## config.mk

```make
export PLATFORM = sky130hd
export DESIGN_NAME = dds_pinc_sched
export DESIGN_NICKNAME = d
export VERILOG_FILES = /design/src/rtl/dds_pinc_sched.sv
export SDC_FILE = /design/constraint.sdc
export NUM_CORES = 1
export LEC_CHECK = 0
export BUFFER_PORTS_ARGS = -buffer_cell sky130_fd_sc_hd__buf_4
export CAP_MARGIN = 25
export CORE_MARGIN = 5
export CORE_UTILIZATION = 54
export DETAILED_ROUTE_END_ITERATION = 8
export PLACE_DENSITY = 0.78
export SLEW_MARGIN = 25
export SYNTH_ARGS = -nofsm -noshare
export SYNTH_HDL_FRONTEND = slang
export SYNTH_SLANG_ARGS = --single-unit
```

## constraint.sdc

```tcl
create_clock -name sys_clk -period 3.7 [get_ports sys_clk]
set_input_delay 0 -clock sys_clk [delete_from_list [all_inputs] [get_ports sys_clk]]
set_output_delay 0 -clock sys_clk [all_outputs]
set_load 0.05 [all_outputs]
```

## src/rtl/dds_pinc_sched.sv

```systemverilog
// rtl/dds_pinc_sched.sv - phase-increment scheduler driving the DDS tuning word
//
// Ports:
//   sys_clk, sys_rst_n  clock (rising edge) and synchronous active-low reset
//   cfg_start           first pinc (sweep) or centre pinc (mod)
//   cfg_step            signed per-step increment (sweep)
//   cfg_dev             deviation around the centre (mod)
//   cfg_nsteps          steps / half-periods per pass
//   cfg_dwell           cycles each pinc value is held
//   cfg_mode            0 = sweep, 1 = square-wave mod
//   cfg_loop            restart the pass automatically
//   start, abort        single-cycle run control
//   pinc, pinc_valid    tuning word and new-value strobe
//   step_idx, mod_phase current step and mod half (0 = +dev)
//   busy, done, err     run active, end-of-pass pulse, rejected-start pulse

module dds_pinc_sched #(
    parameter int PW = 32,
    parameter int NW = 16,
    parameter int DW = 24
) (
    input  logic          sys_clk,
    input  logic          sys_rst_n,
    input  logic [PW-1:0] cfg_start,
    input  logic [PW-1:0] cfg_step,
    input  logic [PW-1:0] cfg_dev,
    input  logic [NW-1:0] cfg_nsteps,
    input  logic [DW-1:0] cfg_dwell,
    input  logic          cfg_mode,
    input  logic          cfg_loop,
    input  logic          start,
    input  logic          abort,
    output logic [PW-1:0] pinc,
    output logic          pinc_valid,
    output logic [NW-1:0] step_idx,
    output logic          mod_phase,
    output logic          busy,
    output logic          done,
    output logic          err
);

    typedef enum logic {IDLE, RUN} state_t;

    state_t        state, state_n;
    logic [DW-1:0] dcnt, dcnt_n;
    logic [PW-1:0] pinc_n;
    logic          pinc_valid_n;
    logic [NW-1:0] step_idx_n;
    logic          mod_phase_n, busy_n, done_n, err_n;

    // Shadow copy of the configuration taken at a legal start. The sums
    // start+dev and start-dev are formed once here so the run loop never
    // depends on the live cfg_* inputs.
    logic [PW-1:0] sh_first, sh_plus, sh_minus, sh_step;
    logic [PW-1:0] sh_first_n, sh_plus_n, sh_minus_n, sh_step_n;
    logic [NW-1:0] sh_nsteps, sh_nsteps_n;
    logic [DW-1:0] sh_dwell, sh_dwell_n;
    logic          sh_mode, sh_mode_n, sh_loop, sh_loop_n;

    logic [PW-1:0] cfg_plus, cfg_minus;
    logic          last_step;

    assign cfg_plus  = cfg_start + cfg_dev;
    assign cfg_minus = cfg_start - cfg_dev;
    assign last_step = (step_idx == sh_nsteps - NW'(1));

    always_comb begin
        state_n      = state;
        dcnt_n       = dcnt;
        pinc_n       = pinc;
        pinc_valid_n = 1'b0;
        step_idx_n   = step_idx;
        mod_phase_n  = mod_phase;
        busy_n       = busy;
        done_n       = 1'b0;
        err_n        = 1'b0;
        sh_first_n   = sh_first;
        sh_plus_n    = sh_plus;
        sh_minus_n   = sh_minus;
        sh_step_n    = sh_step;
        sh_nsteps_n  = sh_nsteps;
        sh_dwell_n   = sh_dwell;
        sh_mode_n    = sh_mode;
        sh_loop_n    = sh_loop;

        case (state)
            IDLE: begin
                // start together with abort is deliberately a no-op
                if (start && !abort) begin
                    if (cfg_nsteps == '0 || cfg_dwell == '0) begin
                        err_n = 1'b1;
                    end else begin
                        sh_first_n   = cfg_mode ? cfg_plus : cfg_start;
                        sh_plus_n    = cfg_plus;
                        sh_minus_n   = cfg_minus;
                        sh_step_n    = cfg_step;
                        sh_nsteps_n  = cfg_nsteps;
                        sh_dwell_n   = cfg_dwell;
                        sh_mode_n    = cfg_mode;
                        sh_loop_n    = cfg_loop;
                        pinc_n       = cfg_mode ? cfg_plus : cfg_start;
                        pinc_valid_n = 1'b1;
                        step_idx_n   = '0;
                        mod_phase_n  = 1'b0;
                        dcnt_n       = cfg_dwell - DW'(1);
                        busy_n       = 1'b1;
                        state_n      = RUN;
                    end
                end
            end

            RUN: begin
                if (abort) begin
                    // park the DDS at zero frequency
                    pinc_n       = '0;
                    pinc_valid_n = 1'b1;
                    step_idx_n   = '0;
                    mod_phase_n  = 1'b0;
                    busy_n       = 1'b0;
                    state_n      = IDLE;
                end else if (dcnt != '0) begin
                    dcnt_n = dcnt - DW'(1);
                end else if (!last_step) begin
                    step_idx_n   = step_idx + NW'(1);
                    dcnt_n       = sh_dwell - DW'(1);
                    pinc_valid_n = 1'b1;
                    if (sh_mode) begin
                        mod_phase_n = ~mod_phase;
                        pinc_n      = mod_phase ? sh_plus : sh_minus;
                    end else begin
                        pinc_n = pinc + sh_step;
                    end
                end else begin
                    done_n = 1'b1;
                    if (sh_loop) begin
                        pinc_n       = sh_first;
                        pinc_valid_n = 1'b1;
                        step_idx_n   = '0;
                        mod_phase_n  = 1'b0;
                        dcnt_n       = sh_dwell - DW'(1);
                    end else begin
                        // pinc keeps the last value so the DDS keeps running
                        busy_n  = 1'b0;
                        state_n = IDLE;
                    end
                end
            end

            default: state_n = IDLE;
        endcase
    end

    always_ff @(posedge sys_clk) begin
        if (!sys_rst_n) begin
            state      <= IDLE;
            dcnt       <= '0;
            pinc       <= '0;
            pinc_valid <= 1'b0;
            step_idx   <= '0;
            mod_phase  <= 1'b0;
            busy       <= 1'b0;
            done       <= 1'b0;
            err        <= 1'b0;
            sh_first   <= '0;
            sh_plus    <= '0;
            sh_minus   <= '0;
            sh_step    <= '0;
            sh_nsteps  <= '0;
            sh_dwell   <= '0;
            sh_mode    <= 1'b0;
            sh_loop    <= 1'b0;
        end else begin
            state      <= state_n;
            dcnt       <= dcnt_n;
            pinc       <= pinc_n;
            pinc_valid <= pinc_valid_n;
            step_idx   <= step_idx_n;
            mod_phase  <= mod_phase_n;
            busy       <= busy_n;
            done       <= done_n;
            err        <= err_n;
            sh_first   <= sh_first_n;
            sh_plus    <= sh_plus_n;
            sh_minus   <= sh_minus_n;
            sh_step    <= sh_step_n;
            sh_nsteps  <= sh_nsteps_n;
            sh_dwell   <= sh_dwell_n;
            sh_mode    <= sh_mode_n;
            sh_loop    <= sh_loop_n;
        end
    end

endmodule

```

After elaboration in Yosys (flattened, before gate mapping)

Cells that the tools add are included.

Add/sub/neg operators: 8
Multiply operators: 0
Divide/modulo/power cells: 0
Order comparisons: 0
Eq/ne operators: 10
Shift operators: 0
Mux-type cells: 51
Bitwise gates (word level): 5
Reduce and logical (&&, ||, !) cells: 13

Operator list:

| operator                                           | count |
|---|---|
| 2-to-1 mux 32 bit                                  | 9 |
| 2-to-1 mux 24 bit                                  | 6 |
| 2-to-1 mux 16 bit                                  | 6 |
| subtractor 24 x 1 -> 24 bit, second input constant | 3 |
| adder 32 bit                                       | 2 |
| case mux 32 bit (2 select lines)                   | 1 |
| case mux 24 bit (2 select lines)                   | 1 |
| case mux 16 bit (2 select lines)                   | 1 |
| subtractor 32 bit                                  | 1 |
| logical NOT 24 bit                                 | 1 |
| nonzero test 24 bit                                | 1 |
| 2-to-1 mux 1 bit                                   | 23 |
| adder 16 x 1 -> 16 bit, second input constant      | 1 |
| == test 16 bit                                     | 1 |
| logical NOT 16 bit                                 | 1 |
| subtractor 16 x 1 -> 16 bit, second input constant | 1 |
| AND reduction 5 bit                                | 2 |
| case mux 1 bit (2 select lines)                    | 4 |
| AND reduction 4 bit                                | 2 |
| != test 2 bit, second input constant               | 3 |
| != test 3 bit, second input constant               | 2 |
| NOT 1 bit                                          | 5 |
| != test 4 x 2 -> 1 bit, second input constant      | 1 |
| != test 4 x 3 -> 1 bit, second input constant      | 1 |
| 8 further kinds                                    | 8 |

Bits in registers: 248
Bits in latches: 0
Bits in writable memories: 0
Bits in read-only memories: 0
Input port bits: 142
Output and inout bits: 53
Word-level logic and storage cells: 104
Memories: 0

Logic depth before layout (Yosys ltp)

Gate-level depths: netlist (run 1).

Depth after elaboration: 6
Mapped depth: 17
Depth with buffers taken out: 14

Worst setup path before layout (run 1)

Ideal clock, no wire load.

Path type: flip-flop to flip-flop
From: reg state
To: reg dcnt[18]
Library setup time: 0.086 ns
Arrival: 3.398 ns
Data required time: 3.614 ns
Setup slack: 0.216 ns
Stages on the path, launching flop included: 15
Buffers on the path: 4
Clock period less this slack: 3.484 ns
Cells stage by stage: dfxtp_1 > clkbuf_1 > clkbuf_1 > clkbuf_1 > clkbuf_1 > mux2i_1 > ha_1 > nand2_1 > nor2_1 > and2_1 > nand3_1 > nor4_1 > nand2_1 > xor2_1 > a211oi_1

Word-level cells in the longest chain between the ends: 3
Elaborated cells between the ends (all ways): 7
Those cells by class: 4 x eq/ne; 1 x mux; 1 x bitwise; 1 x reduce/logical

RTL lines:

| element                              | line | source |
|---|---|---|
| start, declared                      | 44   | `state_t state, state_n;` |
| start signal, assigned               | 173  | `state <= state_n;` |
| NOT 1 bit (no source line)           | n/a  |  |
| != test 2 bit (no source line)       | n/a  |  |
| AND reduction 4 bit (no source line) | n/a  |  |
| end signal, assigned                 | 174  | `dcnt <= dcnt_n;` |
| end, declared                        | 45   | `logic [DW-1:0] dcnt, dcnt_n;` |

Several ways; a longest one is shown, not always the timed one.
A chain may end at the register's enable or synchronous reset.

Worst setup path after layout (run 1)

From: in cfg_dwell[1]
To: reg sh_first[23]

Word-level cells in the longest chain between the ends: 4

RTL lines:

| element                              | line | source |
|---|---|---|
| start, declared                      | 28   | `input logic [DW-1:0] cfg_dwell,` |
| logical NOT 24 bit                   | 90   | `if (cfg_nsteps == '0 \|\| cfg_dwell == '0) begin` |
| logical OR 1 bit                     | 90   |  |
| NOT 1 bit (no source line)           | n/a  |  |
| AND reduction 3 bit (no source line) | n/a  |  |
| end signal, assigned                 | 182  | `sh_first <= sh_first_n;` |
| end, declared                        | 54   | `logic [PW-1:0] sh_first, sh_plus, sh_minus, sh_step;` |

Every way passes these cells.

==> key figures, run 1 <==
Global routing
  • Vias in the first global route: 16800
  • First-pass GRT wire length: 86.9 mm
  • Initial antenna violation count: 0
  • Met1 global-route usage: 39.0%
  • Grt ovf: 0
  • Met3 Usage GRT: 3.03%
  • Busiest layer in global routing: met2
  • Largest net degree at the start of global routing: 80
  • Total Routing Usage GR: 30.3%
  • M2 GR Usage: 53.5%

Synthesis
  • Cell variety after synth: 76
  • Post-synth EDFFs: 0
  • Ys flop type: dfxtp_1
  • Seq/Total Area, Yosys: 29.6%
  • Cells after Synth: 2231
  • Ys async rst share: 0%
  • Ranking of synthesized cells by area: dfxtp_1 (30%), a21oi_1 (7.5%), ha_1 (7.2%)
  • Syn Nets: 2472
  • Synth Register Bits: 247
  • Synth Area per Inst: 7.49 µm²
  • Yosys top cell area share: 29.6%
  • Mapped Area: 16700 µm²
  • Cell taking the most area after synthesis: dfxtp_1
  • Synth warn: 0

Cells and area
  • Most common cell after layout, fill and taps aside: nand2_1
  • Most frequent cells in the layout: nand2_1 (301), a21oi_1 (249), buf_4 (248), dfxtp_1 (244), nor2_1 (233)
  • Nets: 2702
  • Non-Filler Instances: 2876
  • Layout cell share with drive strength beyond 1: 13.7%
  • ANT cells: 0
  • Area growth syn-to-layout: 23.0%

Floorplan
  • # rows: 64
  • Ports: 195
  • Die Width: 186 µm
  • Core footprint: 30600 µm²
  • Die height: 186 µm
  • Initial Util: 54.7%
  • Die Area: 34600 µm²

Power
  • Clock network power share: 36.9%
  • Logic gate share of total power: 26.7%
  • Lkg Pwr: 8.48 nW
  • Seq pwr share: 36.3%
  • Worst vdd ir: 388 µV
  • Internal Power: 0.00566 W
  • PD cells: 399 nW/µm²
  • Sw power: 0.00256 W
  • Switch share: 31.1%

Clock tree
  • Worst-skew pair later-pin latency: 0.54 ns
  • H-tree depth: 1
  • Num CTS Buffers: 27
  • Sink Count: 247
  • Root buffer cell: clkbuf_16
  • CTS tree: done
  • Worst-case clock buffer depth: 3
  • Reg clk slew, reported paths: 0.06 ns

Flow run
  • Max Cap Viol: 0

Worst setup path
  • Worst path slowest cell: buf_4
  • CP startpoint kind: input pin
  • Crit-path most repeated cell: buf_4
  • Crit path capture type: flop
  • Critical Path RT: 4.16 ns
  • Reg2reg end: step_idx[11]
  • Critical Path Source: cfg_dwell[1]
  • R2R Path Start: sh_nsteps[1]
  • WP data arrival: 3.96 ns
  • Critical path depth: 13
  • Worst path top cell family by delay: buffers and inverters
  • Crit path buf inv count: 6
  • R2R cell count: 13
  • Critical-path maximum fanout: 57
  • Critical path class: input pin to flop
  • Delay of the slowest critical-path stage: 0.60 ns
  • Critical path, cell by cell: dlygate4sd3_1, buf_4, nor4_1, nand2_1, o21ai_0, nor2b_1, inv_1, nor2_4, buf_4, buf_4, o21ai_0, a21oi_1, dlygate4sd3_1
  • R2r setup slk: 0.24 ns

Hold path
  • Worst Hold Depth: 4
  • Hold path start: cfg_start[28]
  • Worst min-delay path category: input pin to flop
  • Hold Path End: sh_first[28]

STA
  • Tmin final: 3.50 ns
  • Worst Max-Slew Pin Slew: 0.988 ns
  • Clock Skew: 0.0221 ns
  • Final Max Slew Viols: 0
  • Final WS setup: 0.202 ns
  • Fin. Hold Viols: 0
  • Final period utilization: 94.5%
  • Hold WS: 0.0175 ns
  • Setup violators final: 0
  • Max_slew headroom: 34.1%
  • Highest clock rate: 286 MHz

Placed design
  • Final RePlAce weighted congestion: 0.929
  • Dpl cells: 2728
  • Port buffer count: 194
  • Dpl ws: -0.100 ns
  • DP HPWL: 38.8 mm

Outcome
  • Status: finished, final reports clean

Detailed routing
  • Router iterations before antenna repair: 5
  • Post-Route WL: 54.3 mm
  • Routed len/inst: 18.9 µm
  • Vias per cell: 6.07
  • Drt drc: 0
  • 1st-iter DRT viols: 1398
  • Via count: 17500
  • Final ANT Viol Nets: 0
state kept, by name, summed over array words and instances, names as in the netlist:
name        flops
err             1
sh_loop         1
sh_first       32
busy            1
sh_nsteps      16
sh_dwell       24
done            1
step_idx       16
sh_plus        31
dcnt           24
sh_step        32
pinc_valid      1
sh_minus       32
state           1
sh_mode         1
pinc           32
mod_phase       1
stage by stage:
step | util, % | TNS [ns] | power [W] | area (µm²)
floorplan | - | 0 | 0.00441 | 16700
global placement | 60.6 | -0.0287 | 0.00506 | 18500
detailed placement | 60.6 | -0.100 | 0.00509 | 18500
CTS | 67.2 | 0 | 0.00819 | 20500
global route | 67.2 | -0.0897 | 0.00857 | 20600
finish | 67.2 | 0 | 0.00821 | 20600
tightest hold or removal path: cells and delay by family:
kind,cells,cell delay (ns)
buffers and inverters,1,0.10
AOI/OAI and AO/OA,2,0.36
and+or+nand+nor,1,0.08
metal layers:
metal / wire length (µm) / vias up
li1: - / 8394
met3: 3220 / 132
met1: 22900 / 8291
met2: 26400 / 643
met5: 0 / -
met4: 1890 / 0
cells by family after synthesis:
family	Yosys count	share of synthesized area, %
muxes	47	2.89
buffers and inverters	243	5.89
xor gates and xnor gates	128	6.70
and+or+nand+nor	776	21.0
adders and majority gates	99	7.54
DFF	247	29.6
AOI/OAI and AO/OA	691	26.4
cells in the mapped netlist (all sizes together) (37+ instances only):
| cell type | instances |
|---|---|
| clkbuf | 121 |
| a21oi | 249 |
| o21ai | 123 |
| xor2 | 38 |
| dfxtp | 247 |
| a211oi | 76 |
| xnor2 | 90 |
| nor2 | 235 |
| nand2 | 302 |
| nor3 | 38 |
| inv | 90 |
| mux2i | 37 |
| a21o | 42 |
| ha | 96 |
what timing repair did:
| action | 4_1_cts | 5_1_grt |
|---|---|---|
| endpoints found under the setup margin | 0 | 6 |
| hold endpoints to repair | 115 | 0 |
| resized for setup | 0 | 7 |
| hold buffers | 100 | 0 |
| buffers inserted | 0 | 0 |
worst max-delay path by stage:
stage | end | slack [ns]
after global routing | pinc[31] | -0.09
after detailed placement | pinc[31] | -0.10
final | sh_first[23] | 0.20
after floorplan | dcnt[18] | 0.22
after CTS | pinc[31] | 0.03
after global placement | pinc[31] | -0.03
layout make-up:
| cell class | instances | area (µm²) |
|---|---|---|
| sequential | 247 | 4950 |
| clock inverter | 9 | 203 |
| multi-input combinational | 1741 | 10800 |
| inverter | 92 | 348 |
| fill | 2601 | 10000 |
| clock buffer | 39 | 811 |
| timing repair buffer | 352 | 2930 |
| tap | 396 | 495 |
power groups by stage:
stage | Combinational [W] | Sequential (W) | Clock, W
finish | 0.00219 | 0.00299 | 0.00303
global route | 0.00239 | 0.00300 | 0.00318
CTS | 0.00216 | 0.00298 | 0.00305
detailed placement | 0.00206 | 0.00304 | 0
global placement | 0.00203 | 0.00303 | 0
floorplan | 0.00131 | 0.00310 | 0
Note: power is estimated with default switching activity, not from simulation.
==> inputs of run 2 (changes only) <==
--- a/config.mk
+++ b/config.mk
@@ -10,6 +10,7 @@
 export CORE_MARGIN = 5
 export CORE_UTILIZATION = 54
 export DETAILED_ROUTE_END_ITERATION = 8
+export GPL_TIMING_DRIVEN = 0
 export PLACE_DENSITY = 0.78
 export SLEW_MARGIN = 25
 export SYNTH_ARGS = -nofsm -noshare
==> run 2 against run 1 <==
Effect of this change: maximum frequency is 3.3% lower; largest power group is now registers; via count is 7.3% higher; non-clock buffer count rose by 103; clock skew decreased by 0.0049 ns; global-route usage is 5.7 points higher; die area unchanged; routed wire length increased by 20%.
==> key figures, run 2 (synthesis gave the netlist of run 1 again) <==
Outcome
  • Status: finished, final reports clean

Power
  • Worst vdd ir: 334 µV (-14%)
  • Logic gate share of total power: 28.9% (+2.2 points)
  • Internal Power: 0.00537 W (-5.0%)
  • Seq pwr share: 36.6% (+0.3 points)
  • Sw power: 0.00276 W (+7.8%)
  • Lkg Pwr: 8.54 nW (+0.74%)
  • Switch share: 33.9% (+2.8 points)
  • PD cells: 389 nW/µm² (-2.6%)
  • Overall Power: 0.00813 W (-1.0%)
  • Clock network power share: 34.5% (-2.4 points)

Worst setup path
  • CP startpoint kind: flop
  • Critical path class: flop to flop
  • Worst path slowest cell: or4b_4
  • Crit path capture type: flop
  • Crit path buf inv count: 4 (-2)
  • Delay of the slowest critical-path stage: 0.50 ns (-0.10 ns)
  • WP data arrival: 4.04 ns (+0.08 ns)
  • Critical Path RT: 4.12 ns (-0.04 ns)
  • Crit-path most repeated cell: buf_6
  • Critical-path maximum fanout: 9 (-84%)
  • Critical path, cell by cell: inv_1, ha_1, buf_6, or4b_4, o31a_1, o21a_1, o21ai_1, a221o_1, nand2b_4, buf_6, o41ai_4, buf_4, a21o_1, a211oi_1, a21oi_1
  • Worst path top cell family by delay: compound AO/OA/AOI/OAI gates

Clock tree
  • Reg clk slew, reported paths: 0.06 ns (about the same)
  • Num CTS Buffers: 28 (+3.7%)
  • Worst-skew pair later-pin latency: 0.56 ns (+0.02 ns)
  • Sink Count: 247 (unchanged)
  • CTS tree: done
  • Root buffer cell: clkbuf_16
  • Worst-case clock buffer depth: 3 (unchanged)
  • H-tree depth: 1 (unchanged)

Global routing
  • Grt ovf: 0 (unchanged)
  • Largest net degree at the start of global routing: 20 (-75%)
  • First-pass GRT wire length: 98.6 mm (+13%)
  • Vias in the first global route: 17800 (+6.1%)
  • Initial antenna violation count: 0 (unchanged)
  • Total Routing Usage GR: 36.0% (+5.7 points)

Flow run
  • Max Cap Viol: 0 (unchanged)

STA
  • Clock Skew: 0.0171 ns (-0.00494 ns)
  • Setup TNS: 0 ns (unchanged)
  • Worst Max-Slew Pin Slew: 1.05 ns (+0.0641 ns)
  • Setup violators final: 0 (unchanged)
  • Tmin final: 3.62 ns (+0.119 ns)
  • Highest clock rate: 276 MHz (-3.3%)
  • Final period utilization: 97.8% (+3.2 points)
  • Final Max Slew Viols: 0 (unchanged)
  • Hold WS: 0.0352 ns (+0.0177 ns)
  • Fin. Hold Viols: 0 (unchanged)
  • Max_slew headroom: 29.9% (-4.3 points)

Cells and area
  • Most common cell after layout, fill and taps aside: nand2_1
  • Nets: 2806 (+3.8%)
  • Most frequent cells in the layout: nand2_1 (302), a21oi_1 (249), dfxtp_1 (244), nor2_1 (233), buf_4 (208)
  • Non-Filler Instances: 2982 (+3.7%)
  • Area growth syn-to-layout: 25.0%
  • ANT cells: 0 (unchanged)
  • Layout cell share with drive strength beyond 1: 13.6% (-0.098 points)

Placed design
  • DP HPWL: 48.5 mm (+25%)
  • Final RePlAce weighted congestion: 0.997 (+7.3%)
  • Port buffer count: 194 (unchanged)
  • Dpl cells: 2821 (+3.4%)

Detailed routing
  • Post-Route WL: 65.2 mm (+20%)
  • 1st-iter DRT viols: 2128 (+52%)
  • Vias per cell: 6.28 (+3.5%)
  • Final ANT Viol Nets: 0 (unchanged)
  • Drt drc: 0 (unchanged)
  • Router iterations before antenna repair: 7 (+2)
  • Via count: 18700 (+7.3%)
  • Routed len/inst: 21.9 µm (+16%)

Floorplan
  • Die height: 186 µm (unchanged)
  • Ports: 195 (unchanged)
  • # rows: 64 (unchanged)
  • Initial Util: 54.7% (unchanged)
  • Core footprint: 30600 µm² (unchanged)
  • Die Width: 186 µm (unchanged)
  • Die Area: 34600 µm² (unchanged)

Hold path
  • Worst min-delay path category: input pin to flop
==> run 2: cell types whose count changed in the layout (fill, tap and decap cells not counted), moves of 6 or more <==
cell	delta
clkbuf_2	+6
buf_2	+14
buf_4	-40
buf_6	+9
clkbuf_4	+8
clkbuf_1	+104
buf_1	+7
==> run 2: what timing repair did <==
| action | CTS | global route |
|---|---|---|
| buffers inserted | 4 | 9 |
| resized for setup | 35 | 43 |
| endpoints found under the setup margin | 80 | 80 |
| pin swaps | 3 | 7 |
| endpoints found under the hold margin | 137 | 0 |
| hold buffers | 101 | 0 |
==> run 2: metal layers <==
layer | track usage (%) | wire length [µm] | vias up
met4 | 15.9 | 3400 | 0
met3 | 5.96 | 6440 | 245
met5 | 0 | 0 | -
met2 | 60.1 | 30100 | 1065
met1 | 45.9 | 25300 | 8803
li1 | - | - | 8624
==> run 2: power by group through the flow <==
| stage | registers, W | logic (W) | clock network [W] |
|---|---|---|---|
| floorplan | 0.00310 | 0.00131 | 0 |
| global placement | 0.00302 | 0.00211 | 0 |
| detailed placement | 0.00302 | 0.00214 | 0 |
| CTS | 0.00297 | 0.00225 | 0.00280 |
| global route | 0.00299 | 0.00252 | 0.00291 |
| finish | 0.00298 | 0.00235 | 0.00280 |
==> run 2: final cells by class <==
cell class              instances  area (µm²)
inverters                      92         345
flip-flops and latches        247        4950
fillers                      2595        9690
clock inverters                 9        76.3
clock buffers                  42         845
well taps                     396         495
repair buffers                308        2560
plain buffers                 147         686
multi-input cells            1741       10900
==> run 2: worst reg2reg max path, stage by stage, from the launching register on <==
cell,delay [ns]
dfxtp_4,0.38
inv_1,0.06
ha_1,0.16
buf_6,0.12
or4b_4,0.50
o31a_1,0.33
o21a_1,0.19
o21ai_1,0.12
a221o_1,0.29
nand2b_4,0.18
buf_6,0.14
o41ai_4,0.10
buf_4,0.21
a21o_1,0.17
a211oi_1,0.41
a21oi_1,0.13
==> run 2: stage by stage <==
| step | utilization [%] | area (µm²) | worst slack (ns) |
|---|---|---|---|
| floorplan | - | 16700 | 0.216 |
| global placement | 61.0 | 18700 | -1.16 |
| detailed placement | 61.1 | 18700 | -1.20 |
| CTS | 67.7 | 20700 | 0.00147 |
| global route | 68.3 | 20900 | -0.0283 |
| finish | 68.3 | 20900 | 0.0826 |
==> run 2: final timing paths <==
| path | startpoint | to | slack [ns] | cells after the start |
|---|---|---|---|---|
| max | sh_nsteps[1] | pinc[19] | 0.08 | 15 |
| min reg2reg | sh_dwell[7] | sh_dwell[7] | 0.45 | 2 |
| max reg2reg | sh_nsteps[1] | pinc[19] | 0.08 | 15 |
| min | cfg_start[9] | sh_first[9] | 0.04 | 5 |
==> inputs of run 3 (changes only) <==
--- a/config.mk
+++ b/config.mk
@@ -7,7 +7,6 @@
 export LEC_CHECK = 0
 export BUFFER_PORTS_ARGS = -buffer_cell sky130_fd_sc_hd__buf_4
 export CAP_MARGIN = 25
-export CORE_MARGIN = 5
 export CORE_UTILIZATION = 54
 export DETAILED_ROUTE_END_ITERATION = 8
 export GPL_TIMING_DRIVEN = 0
==> run 3 against run 2 <==
Effect of this change: worst hold slack got worse by 0.029 ns; design area rose by 0.35%; first-iteration DRC count decreased by 12%; cell count is essentially flat; clock-buffer cell count down 2; via count shrank 0.35%; non-clock buffer count shrank 2; register-to-register slack improved by 0.02 ns; sequential cell count is the same.
==> key figures, run 3 (synthesis gave the netlist of run 1 again) <==
Detailed routing
  • 1st-iter DRT viols: 1880 (-12%)
  • Via count: 18700 (-0.35%)
  • Vias per cell: 6.26 (-0.31%)
  • Router iterations before antenna repair: 6 (-1)
  • Routed len/inst: 21.6 µm (-1.2%)
  • Drt drc: 0 (unchanged)
  • Final ANT Viol Nets: 0 (unchanged)
  • Post-Route WL: 64.4 mm (-1.2%)

Cells and area
  • Area of the multi-input gates: 11000 µm² (+0.31%)
  • Reg area: 4950 µm² (about the same)
  • Utilization after layout: 68.7% (+0.42 points)
  • Area growth syn-to-layout: 25.4%
  • Nets: 2805 (-0.036%)
  • Layout cell share with drive strength beyond 1: 13.6% (-0.033 points)
  • ANT cells: 0 (unchanged)
  • # fillers: 2567 (-1.1%)
  • Most frequent cells in the layout: nand2_1 (302), a21oi_1 (249), dfxtp_1 (245), nor2_1 (230), buf_4 (210)
  • Most common cell after layout, fill and taps aside: nand2_1

STA
  • RSZ-0062 raised after global routing: true
  • Hold WS: 0.00595 ns (-0.0293 ns)
  • Final WS setup: 0.0982 ns (+0.0156 ns)
  • Max_slew headroom: 30.8% (+0.92 points)
  • Highest clock rate: 278 MHz (+0.43%)
  • Tmin final: 3.60 ns (-0.0156 ns)
  • Final period utilization: 97.3% (-0.42 points)
  • Fin. Hold Viols: 0 (unchanged)
  • Clock Skew: 0.0267 ns (+0.00960 ns)
  • Worst Max-Slew Pin Slew: 1.04 ns (-0.0138 ns)
  • Final Max Slew Viols: 0 (unchanged)
  • Setup violators final: 0 (unchanged)

Power
  • PD cells: 395 nW/µm² (+1.7%)
  • Worst vdd ir: 394 µV (+18%)
  • Lkg Pwr: 8.56 nW (+0.25%)

Floorplan
  • Die Width: 178 µm (-4.3%)
  • Initial Util: 54.8% (+0.14 points)
  • Core footprint: 30500 µm² (-0.26%)
  • Die height: 178 µm (-4.3%)
  • # rows: 64 (unchanged)
  • Die Area: 31700 µm² (-8.4%)
  • Ports: 195 (unchanged)

Flow run
  • Max Cap Viol: 0 (unchanged)

Outcome
  • Status: finished, final reports clean

Clock tree
  • Sink Count: 247 (unchanged)
  • CTS tree: done
  • Worst-case clock buffer depth: 3 (unchanged)
  • Root buffer cell: clkbuf_16
  • H-tree depth: 1 (unchanged)
  • Num CTS Buffers: 28 (unchanged)
  • Reg clk slew, reported paths: 0.06 ns (about the same)
  • Worst-skew pair later-pin latency: 0.56 ns (about the same)

Global routing
  • First-pass GRT wire length: 96.8 mm (-1.8%)
  • Initial antenna violation count: 0 (unchanged)
  • Grt ovf: 0 (unchanged)
  • Vias in the first global route: 17500 (-2.0%)
  • Total Routing Usage GR: 39.4% (+3.4 points)
  • Largest net degree at the start of global routing: 20 (unchanged)

Worst setup path
  • Critical-path maximum fanout: 7 (-2)
  • CP startpoint kind: flop
  • Critical path class: flop to flop
  • R2R cell count: 14 (-1)
  • WP data arrival: 4.06 ns (+0.02 ns)
  • Critical Path RT: 4.16 ns (+0.04 ns)
  • Crit path capture type: flop

Placed design
  • Final RePlAce weighted congestion: 0.974 (-2.3%)
  • DP HPWL: 47.6 mm (-1.8%)
  • Dpl ws: -1.21 ns (-0.0120 ns)
  • Port buffer count: 194 (unchanged)

Hold path
  • Worst Hold Depth: 6 (+1)
  • Worst min-delay path category: input pin to flop
==> run 3: cell types whose count changed in the layout (fill, tap and decap cells not counted), moves of 3 or more <==
| cell | previous run | this run |
|---|---|---|
| clkbuf_4 | 8 | 5 |
| nor4_2 | 7 | 4 |
| a211oi_1 | 74 | 71 |
| nor2_1 | 233 | 230 |
| a211oi_2 | 2 | 5 |
| bufinv_16 | 1 | 4 |
==> run 3: final timing paths <==
kind	from	endpoint	slack, ns
worst max register to register	sh_nsteps[0]	dcnt[13]	0.1
worst max-delay path	sh_nsteps[0]	dcnt[13]	0.1
worst min register to register	sh_minus[27]	sh_minus[27]	0.45
worst min-delay path	cfg_start[0]	sh_first[0]	0.006
==> run 3: final cells by class <==
class                           instances  area share [%]
Multi-Input combinational cell       1742            52.3
Sequential cell                       247            23.6
Timing Repair Buffer                  310            12.3
Clock buffer                           40            3.79
Buffer                                143            3.17
Tap cell                              396            2.36
Inverter                               92            1.65
Clock inverter                         11           0.806
==> run 3: layer usage <==
metal	global-route usage [%]	share of wire, %	wire [µm]	vias to the layer above
met1	48.9	40	25700	8814
met2	65.1	46	29500	1019
met5	0	0	0	-
met3	6.67	8.6	5540	233
met4	21.0	5.6	3630	0
li1	-	-	-	8606
==> run 3: worst max-delay path, cell delays in order (launching register included) <==
cell,delay (ns)
dfxtp_4,0.37
inv_1,0.06
ha_2,0.17
buf_6,0.11
or4b_4,0.50
o31a_1,0.33
nor3_2,0.15
o21ai_1,0.09
a221o_1,0.44
nand2b_4,0.25
nor4_4,0.29
buf_4,0.19
o21ai_4,0.11
buf_2,0.24
a211oi_1,0.19
==> run 3: power breakdown <==
| part | leakage, nW | switching (W) | internal, W |
|---|---|---|---|
| Combinational | 6.06 | 0.00147 | 0.000895 |
| Clock | 0.472 | 0.00118 | 0.00177 |
| Sequential | 2.02 | 0.000141 | 0.00283 |
==> run 3: per-stage QoR <==
step                std cells  power, W  TNS (ns)  area, µm²
finish                   2981   0.00829         0      21000
global placement         2821   0.00513    -26.00      18700
CTS                      2973   0.00815         0      20800
floorplan                2231   0.00441         0      16700
global route             2981   0.00857    -0.233      21000
detailed placement       2821   0.00516    -28.26      18700
==> run 3: repair_timing <==
action,in CTS,in global routing
hold buffers,100,0
setup buffers,4,9
hold endpoints to repair,135,0
setup endpoints to repair,83,84
cloned,0,4
gates resized for setup,38,58
pin swaps,4,10
